==> config.mk <==
export PLATFORM = sky130hd
export DESIGN_NAME = mult_exec_unit
export DESIGN_NICKNAME = d
export VERILOG_FILES = /design/src/rtl/issue_pkg.sv /design/src/rtl/mult_core.sv /design/src/rtl/mult_exec_unit.sv
export SDC_FILE = /design/constraint.sdc
export NUM_CORES = 1
export LEC_CHECK = 0
export BUFFER_PORTS_ARGS = -buffer_cell sky130_fd_sc_hd__buf_2
export CORE_UTILIZATION = 66
export CTS_CLUSTER_SIZE = 24
export DETAILED_ROUTE_END_ITERATION = 7
export PLACE_DENSITY = 0.87
export SLEW_MARGIN = 0
export SYNTH_ARGS = -nofsm -noshare
export SYNTH_HDL_FRONTEND = slang
export SYNTH_HIERARCHICAL = 1
export SYNTH_SLANG_ARGS = --single-unit
==> constraint.sdc <==
create_clock -name clk -period 8.4 [get_ports clk]
set_input_delay 1.26 -clock clk [delete_from_list [all_inputs] [get_ports clk]]
set_output_delay 1.26 -clock clk [all_outputs]
set_load 0.03 [all_outputs]
==> src/rtl/issue_pkg.sv <==
// issue_pkg: types shared by the issue queue and the execution units that feed the CDB.
//   mul_op_t    - multiply operation encoding (MUL, MULH, MULHSU, MULHU)
//   TAG_W       - physical tag width, matching the issue queue and the CDB
//   DATA_W      - CDB data width
//   cdb_bcast_t - CDB broadcast record {tag, data, valid}
package issue_pkg;
    localparam int TAG_W  = 6;
    localparam int DATA_W = 32;

    typedef enum logic [1:0] {
        MUL    = 2'b00,
        MULH   = 2'b01,
        MULHSU = 2'b10,
        MULHU  = 2'b11
    } mul_op_t;

    typedef struct packed {
        logic [TAG_W-1:0]  tag;
        logic [DATA_W-1:0] data;
        logic              valid;
    } cdb_bcast_t;
endpackage

==> src/rtl/mult_core.sv <==
// mult_core: unsigned radix-2 shift-add multiplier datapath, one iteration per step.
//   clk, rst - clock and asynchronous active-high reset
//   start    - load operands a/b, clear accumulator and counter
//   step     - perform one shift-add iteration
//   a, b     - unsigned multiplicand and multiplier
//   prod     - accumulator value after the current iteration (valid to capture with done)
//   done     - the current step is the last of XLEN iterations
module mult_core #(
    parameter int XLEN = 32
) (
    input  logic                clk,
    input  logic                rst,
    input  logic                start,
    input  logic                step,
    input  logic [XLEN-1:0]     a,
    input  logic [XLEN-1:0]     b,
    output logic [2*XLEN-1:0]   prod,
    output logic                done
);
    localparam int CW = $clog2(XLEN + 1);

    logic [2*XLEN-1:0] acc;
    logic [2*XLEN-1:0] mcand;
    logic [XLEN-1:0]   mplier;
    logic [CW-1:0]     cnt;

    // Exposing the next accumulator lets the caller capture the final product on the same edge as the last iteration.
    assign prod = acc + (mplier[0] ? mcand : '0);
    assign done = cnt == CW'(XLEN - 1);

    always_ff @(posedge clk or posedge rst) begin
        if (rst) begin
            acc    <= '0;
            mcand  <= '0;
            mplier <= '0;
            cnt    <= '0;
        end else if (start) begin
            acc    <= '0;
            mcand  <= {{XLEN{1'b0}}, a};
            mplier <= b;
            cnt    <= '0;
        end else if (step) begin
            acc    <= prod;
            mcand  <= {mcand[2*XLEN-2:0], 1'b0};
            mplier <= mplier >> 1;
            cnt    <= cnt + 1'b1;
        end
    end
endmodule

==> src/rtl/mult_exec_unit.sv <==
// mult_exec_unit: iterative multiply unit between the issue queue and the CDB.
//   clk, rst                  - clock and asynchronous active-high reset
//   issue_valid, ex_done      - issue handshake; accepted when both are high
//   rs1_data, rs2_data        - operands
//   rd_tag                    - destination tag broadcast with the result
//   mul_op                    - MUL / MULH / MULHSU / MULHU
//   cdb_req, cdb_grant        - CDB request and arbiter grant
//   cdb_tag, cdb_data         - broadcast tag/result, zero when not valid
//   cdb_data_valid            - one-cycle broadcast pulse
module mult_exec_unit #(
    parameter int XLEN  = 32,
    parameter int TAG_W = issue_pkg::TAG_W
) (
    input  logic             clk,
    input  logic             rst,
    input  logic             issue_valid,
    input  logic [XLEN-1:0]  rs1_data,
    input  logic [XLEN-1:0]  rs2_data,
    input  logic [TAG_W-1:0] rd_tag,
    input  logic [1:0]       mul_op,
    output logic             ex_done,
    output logic             cdb_req,
    input  logic             cdb_grant,
    output logic [TAG_W-1:0] cdb_tag,
    output logic [XLEN-1:0]  cdb_data,
    output logic             cdb_data_valid
);
    import issue_pkg::*;

    typedef enum logic [1:0] {IDLE, BUSY, REQ, PUBLISH} mult_state_t;

    mult_state_t       state;
    mul_op_t           op_q;
    logic [TAG_W-1:0]  tag_q;
    logic              neg_q;
    logic [XLEN-1:0]   result;
    logic              s1, s2, accept, done;
    logic [XLEN-1:0]   mag1, mag2;
    logic [2*XLEN-1:0] prod, full;
    logic [XLEN-1:0]   res;

    assign ex_done        = state == IDLE || state == PUBLISH;
    assign cdb_req        = state == REQ;
    assign cdb_data_valid = state == PUBLISH;
    assign accept         = issue_valid && ex_done;

    assign s1   = rs1_data[XLEN-1] && (mul_op == MULH || mul_op == MULHSU);
    assign s2   = rs2_data[XLEN-1] && mul_op == MULH;
    // The most-negative value negates to itself, which is its correct magnitude as an unsigned XLEN-bit number.
    assign mag1 = s1 ? -rs1_data : rs1_data;
    assign mag2 = s2 ? -rs2_data : rs2_data;
    assign full = neg_q ? -prod : prod;
    assign res  = op_q == MUL ? full[XLEN-1:0] : full[2*XLEN-1:XLEN];

    mult_core #(.XLEN(XLEN)) u_core (
        .clk   (clk),
        .rst   (rst),
        .start (accept),
        .step  (state == BUSY),
        .a     (mag1),
        .b     (mag2),
        .prod  (prod),
        .done  (done)
    );

    always_ff @(posedge clk or posedge rst) begin
        if (rst) begin
            state    <= IDLE;
            op_q     <= MUL;
            tag_q    <= '0;
            neg_q    <= 1'b0;
            result   <= '0;
            cdb_tag  <= '0;
            cdb_data <= '0;
        end else begin
            cdb_tag  <= '0;
            cdb_data <= '0;
            case (state)
                IDLE, PUBLISH: begin
                    state <= issue_valid ? BUSY : IDLE;
                    if (issue_valid) begin
                        tag_q <= rd_tag;
                        op_q  <= mul_op_t'(mul_op);
                        neg_q <= s1 ^ s2;
                    end
                end
                BUSY: begin
                    if (done) begin
                        state  <= REQ;
                        result <= res;
                    end
                end
                REQ: begin
                    if (cdb_grant) begin
                        state    <= PUBLISH;
                        cdb_tag  <= tag_q;
                        cdb_data <= result;
                    end
                end
            endcase
        end
    end
endmodule

==> flow_metrics.env <==
export IMPL_run_status="finished, violations left"
export IMPL_failed_checks="DRC"
export IMPL_syn_area_um2=17900
export IMPL_route_met2_wl_um=22300
export IMPL_critical_path_peak_fanout=37
export IMPL_max_slew_worst_pin_slew_ns=1.15
export IMPL_synth_compound_area_share_pct=18.7
export IMPL_chipWidth_um=167
export IMPL_grt_start_max_net_pins=92
export IMPL_p_leak_nw=9.42
export IMPL_dieHeight_um=167
export IMPL_cts_made_buffers=27
export IMPL_layout_nets=2262
export IMPL_cts_root_to_sink_buffers=3
export IMPL_port_buffers=116
export IMPL_critical_path_launch_point_type="flop"
export IMPL_rsz_0062_raised_after_global_routing="false"
export IMPL_maxCapViolCount=0
export IMPL_clock_power_share_pct=18.4
export IMPL_synth_ff_latch_count=247
export IMPL_max_freq_mhz=154
export IMPL_place_detailed_instances=2420
export IMPL_floorplan_initialDensity_pct=68.0
export IMPL_dp_final_hpwl_um=36500
export IMPL_synth_fp_nets=2223
export IMPL_synth_top_area_share_pct=34.5
export IMPL_mostFrequentLayoutCells="sky130_fd_sc_hd__dfrtp_1, sky130_fd_sc_hd__nor2_1, sky130_fd_sc_hd__nand2_1"
export IMPL_globalplace_congestion=1.00
export IMPL_r2r_cells=19
export IMPL_power_per_cell_area_nw_per_um2=330
export IMPL_clock_tree_root_cell="sky130_fd_sc_hd__clkbuf_16"
export IMPL_postCtsSetupRepairBufs=0
export IMPL_area_sequential_um2=6180
export IMPL_setup_tns_final_ns=0
export IMPL_num_antenna_cells=0
export IMPL_detail_route_vias_per_cell=6.63
export IMPL_async_flop_share_pct=100
export IMPL_synthFlopType="sky130_fd_sc_hd__dfrtp_1"
export IMPL_post_cts_resized_instances=0
export IMPL_synth_edff_count=0
export IMPL_design_die_area_um2=27800
export IMPL_avgRoutedWirePerCell_um=20.4
export IMPL_ctsHoldBuffers=0
export IMPL_timing_hold_violations_final=0
export IMPL_post_route_cell_area_um2=19400
export IMPL_mostFrequentLayoutCell="sky130_fd_sc_hd__dfrtp_1"
export IMPL_multi_input_comb_area_um2=11100
export IMPL_boundaryPins=117
export IMPL_fin_skew_ns=0.0105
export IMPL_tritoncts="yes"
export IMPL_netlist_top_cells_area="sky130_fd_sc_hd__dfrtp_1, sky130_fd_sc_hd__mux2i_1, sky130_fd_sc_hd__ha_1"
export IMPL_core_footprint_um2=26400
export IMPL_part_of_the_cycle_the_worst_path_needs_pct=77.5
export IMPL_reg2reg_from="u_core/mplier[0]"
export IMPL_wl_met1_um=22300
export IMPL_worst_slack_at_placement_ns=2.05
export IMPL_final_antenna_net_count=0
export IMPL_grt_first_pass_wirelength_um=81300
export IMPL_reg2reg_slack_ns=1.89
export IMPL_slew_headroom_pct=22.9
export IMPL_p_sw_share_pct=47.3
export IMPL_synth_adder_area_share_pct=5.07
export IMPL_worstHoldEndpoint="result[3]"
export IMPL_seqPwrFrac_pct=26.6
export IMPL_num_vias=16300
export IMPL_drt_pass1_iterations=8
export IMPL_placed_cell_area_um2=18600
export IMPL_num_rows=59
export IMPL_setup_violations=0
export IMPL_min_path_cells=2
export IMPL_worstReg2RegEnd="result[29]"
export IMPL_worst_setup_hold_path_clk_slew_ns=0.07
export IMPL_synthCells=2075
export IMPL_worstPathRequired_ns=8.87
export IMPL_postLayoutCoreUtil_pct=73.8
export IMPL_final_cells=2466
export IMPL_final_period_minus_worst_setup_slack_ns=6.51
export IMPL_detailedRoute_firstIterationViolations=1988
export IMPL_yosys_mux_area_fraction_pct=8.94
export IMPL_worst_skew_pair_late_latency_ns=0.55
export IMPL_endpoint_kind="flop"
export IMPL_antenna_found_initial=0
export IMPL_flow_area_growth_from_synthesis_pct=8.56
export IMPL_power_combinational_fraction_pct=55.0
export IMPL_yosysWarningCount=6
export IMPL_post_synth_num_cell_types=90
export IMPL_post_synth_and_or_nand_nor_area_fraction_pct=21.5
export IMPL_worstHoldPathType="flop to flop"
export IMPL_yosys_area_share_xor_xnor_pct=7.68
export IMPL_cell_internal_pwr_w=0.00338
export IMPL_fill_cells=1982
export IMPL_synth_top_cell_by_area="sky130_fd_sc_hd__dfrtp_1"
export IMPL_power_ir_vdd_worst_mv=0.276
export IMPL_h_tree_depth=1
export IMPL_drc=1
export IMPL_synthesis_area_per_instance_um2=8.63
export IMPL_clock_sink_count=247
export IMPL_overall_global_routing_usage_pct=36.2
export IMPL_worst_slack_ns=1.89
export IMPL_first_global_vias=15400
export IMPL_worst_endpoint_arrival_ns=6.98
export IMPL_dr_wl_met3_um=4130
export IMPL_drive_gt1_share_pct=10.4
export IMPL_synth_top_family_by_area="simple AND/OR/NAND/NOR gates"
export IMPL_hold_path_startpoint="result[3]"
export IMPL_globalRouteOverflowTotal=0
export IMPL_criticalPathCategory="flop to flop"
export IMPL_route_final_wire_length_um=50400
export IMPL_ys_seq_area_share_pct=34.5
export IMPL_net_switching_power_w=0.00304
export IMPL_final_count_of_pins_violating_max_slew=0
export IMPL_maxUsedRoutingLayer="met4"
[metal layers]
metal,GRT usage [%],vias up
met1,52.0,7840
li1,-,7604
met3,5.42,127
met5,0,-
met4,11.7,0
met2,56.3,770
[cell usage after synthesis (all sizes together) (52+ instances only)]
cell type	number
nor2	195
ha	71
xor2	68
and2	73
and3	56
a21oi	122
xnor2	89
nand2	189
o21ai	156
clkbuf	104
dfrtp	247
mux2i	145
a21o	52
[per-stage QoR]
stage	hold slack, ns	total power, W
global placement	0.447	0.00507
CTS	0.473	0.00635
detailed placement	0.459	0.00516
floorplan	0.430	0.00426
global route	0.497	0.00678
finish	0.475	0.00643
[power by group through the flow]
stage	clock network (W)	logic, W	registers (W)
after detailed placement	0	0.00344	0.00172
final	0.00118	0.00353	0.00171
after CTS	0.00119	0.00345	0.00171
after floorplan	0	0.00260	0.00165
after global routing	0.00123	0.00380	0.00175
after global placement	0	0.00336	0.00171
[worst max path at each step]
stage	startpoint	endpoint	slack, ns	cells after the start
detailed placement	u_core/mplier[0]	result[29]	2.05	19
global route	u_core/mplier[0]	result[29]	1.56	19
floorplan	rst	u_core/acc[0]	2.65	1
finish	u_core/mplier[0]	result[29]	1.89	19
CTS	u_core/mplier[0]	result[29]	2.02	19
global placement	u_core/mplier[0]	result[29]	2.35	19
[worst max-delay path, stage by stage, from the launching register on]
cell	delay (ns)
sky130_fd_sc_hd__dfrtp_2	0.68
sky130_fd_sc_hd__buf_4	0.35
sky130_fd_sc_hd__and2_1	0.18
sky130_fd_sc_hd__ha_1	0.20
sky130_fd_sc_hd__inv_1	0.07
sky130_fd_sc_hd__fa_1	0.40
sky130_fd_sc_hd__nor2b_1	0.16
sky130_fd_sc_hd__o31a_1	0.19
sky130_fd_sc_hd__a31oi_1	0.26
sky130_fd_sc_hd__a2111oi_4	0.47
sky130_fd_sc_hd__o21ai_1	0.22
sky130_fd_sc_hd__o41ai_2	0.57
sky130_fd_sc_hd__a31oi_1	0.25
sky130_fd_sc_hd__xnor2_1	0.26
sky130_fd_sc_hd__or4_1	0.60
sky130_fd_sc_hd__nor4_1	0.23
sky130_fd_sc_hd__and4_1	0.52
sky130_fd_sc_hd__nand3_4	0.20
sky130_fd_sc_hd__or4_1	0.51
sky130_fd_sc_hd__o211ai_1	0.11
[registers in the layout, indices dropped and copies added (netlist names)]
name and cells:
u_core/acc 64, u_core/mcand 64, cdb_data 32, result 32
u_core/mplier 32, cdb_tag 6, tag_q 6, u_core/cnt 6
op_q 2, state 2, neg_q 1
[layout make-up]
type                            count  share of cell area, %
Multi-Input combinational cell   1660                   57.1
Sequential cell                   247                   31.8
Clock buffer                       36                   3.85
Timing Repair Buffer              134                   3.68
Tap cell                          335                   2.16
Inverter                           44                  0.907
Clock inverter                     10                  0.566
[kinds of logic after synthesis]
kind of cell	count (synthesis)
compound gates	520
xor+xnor	157
fa+ha+maj	72
buf+inv	168
flops	247
mux	158
simple gates	753
Note: power is estimated with default switching activity, not from simulation.
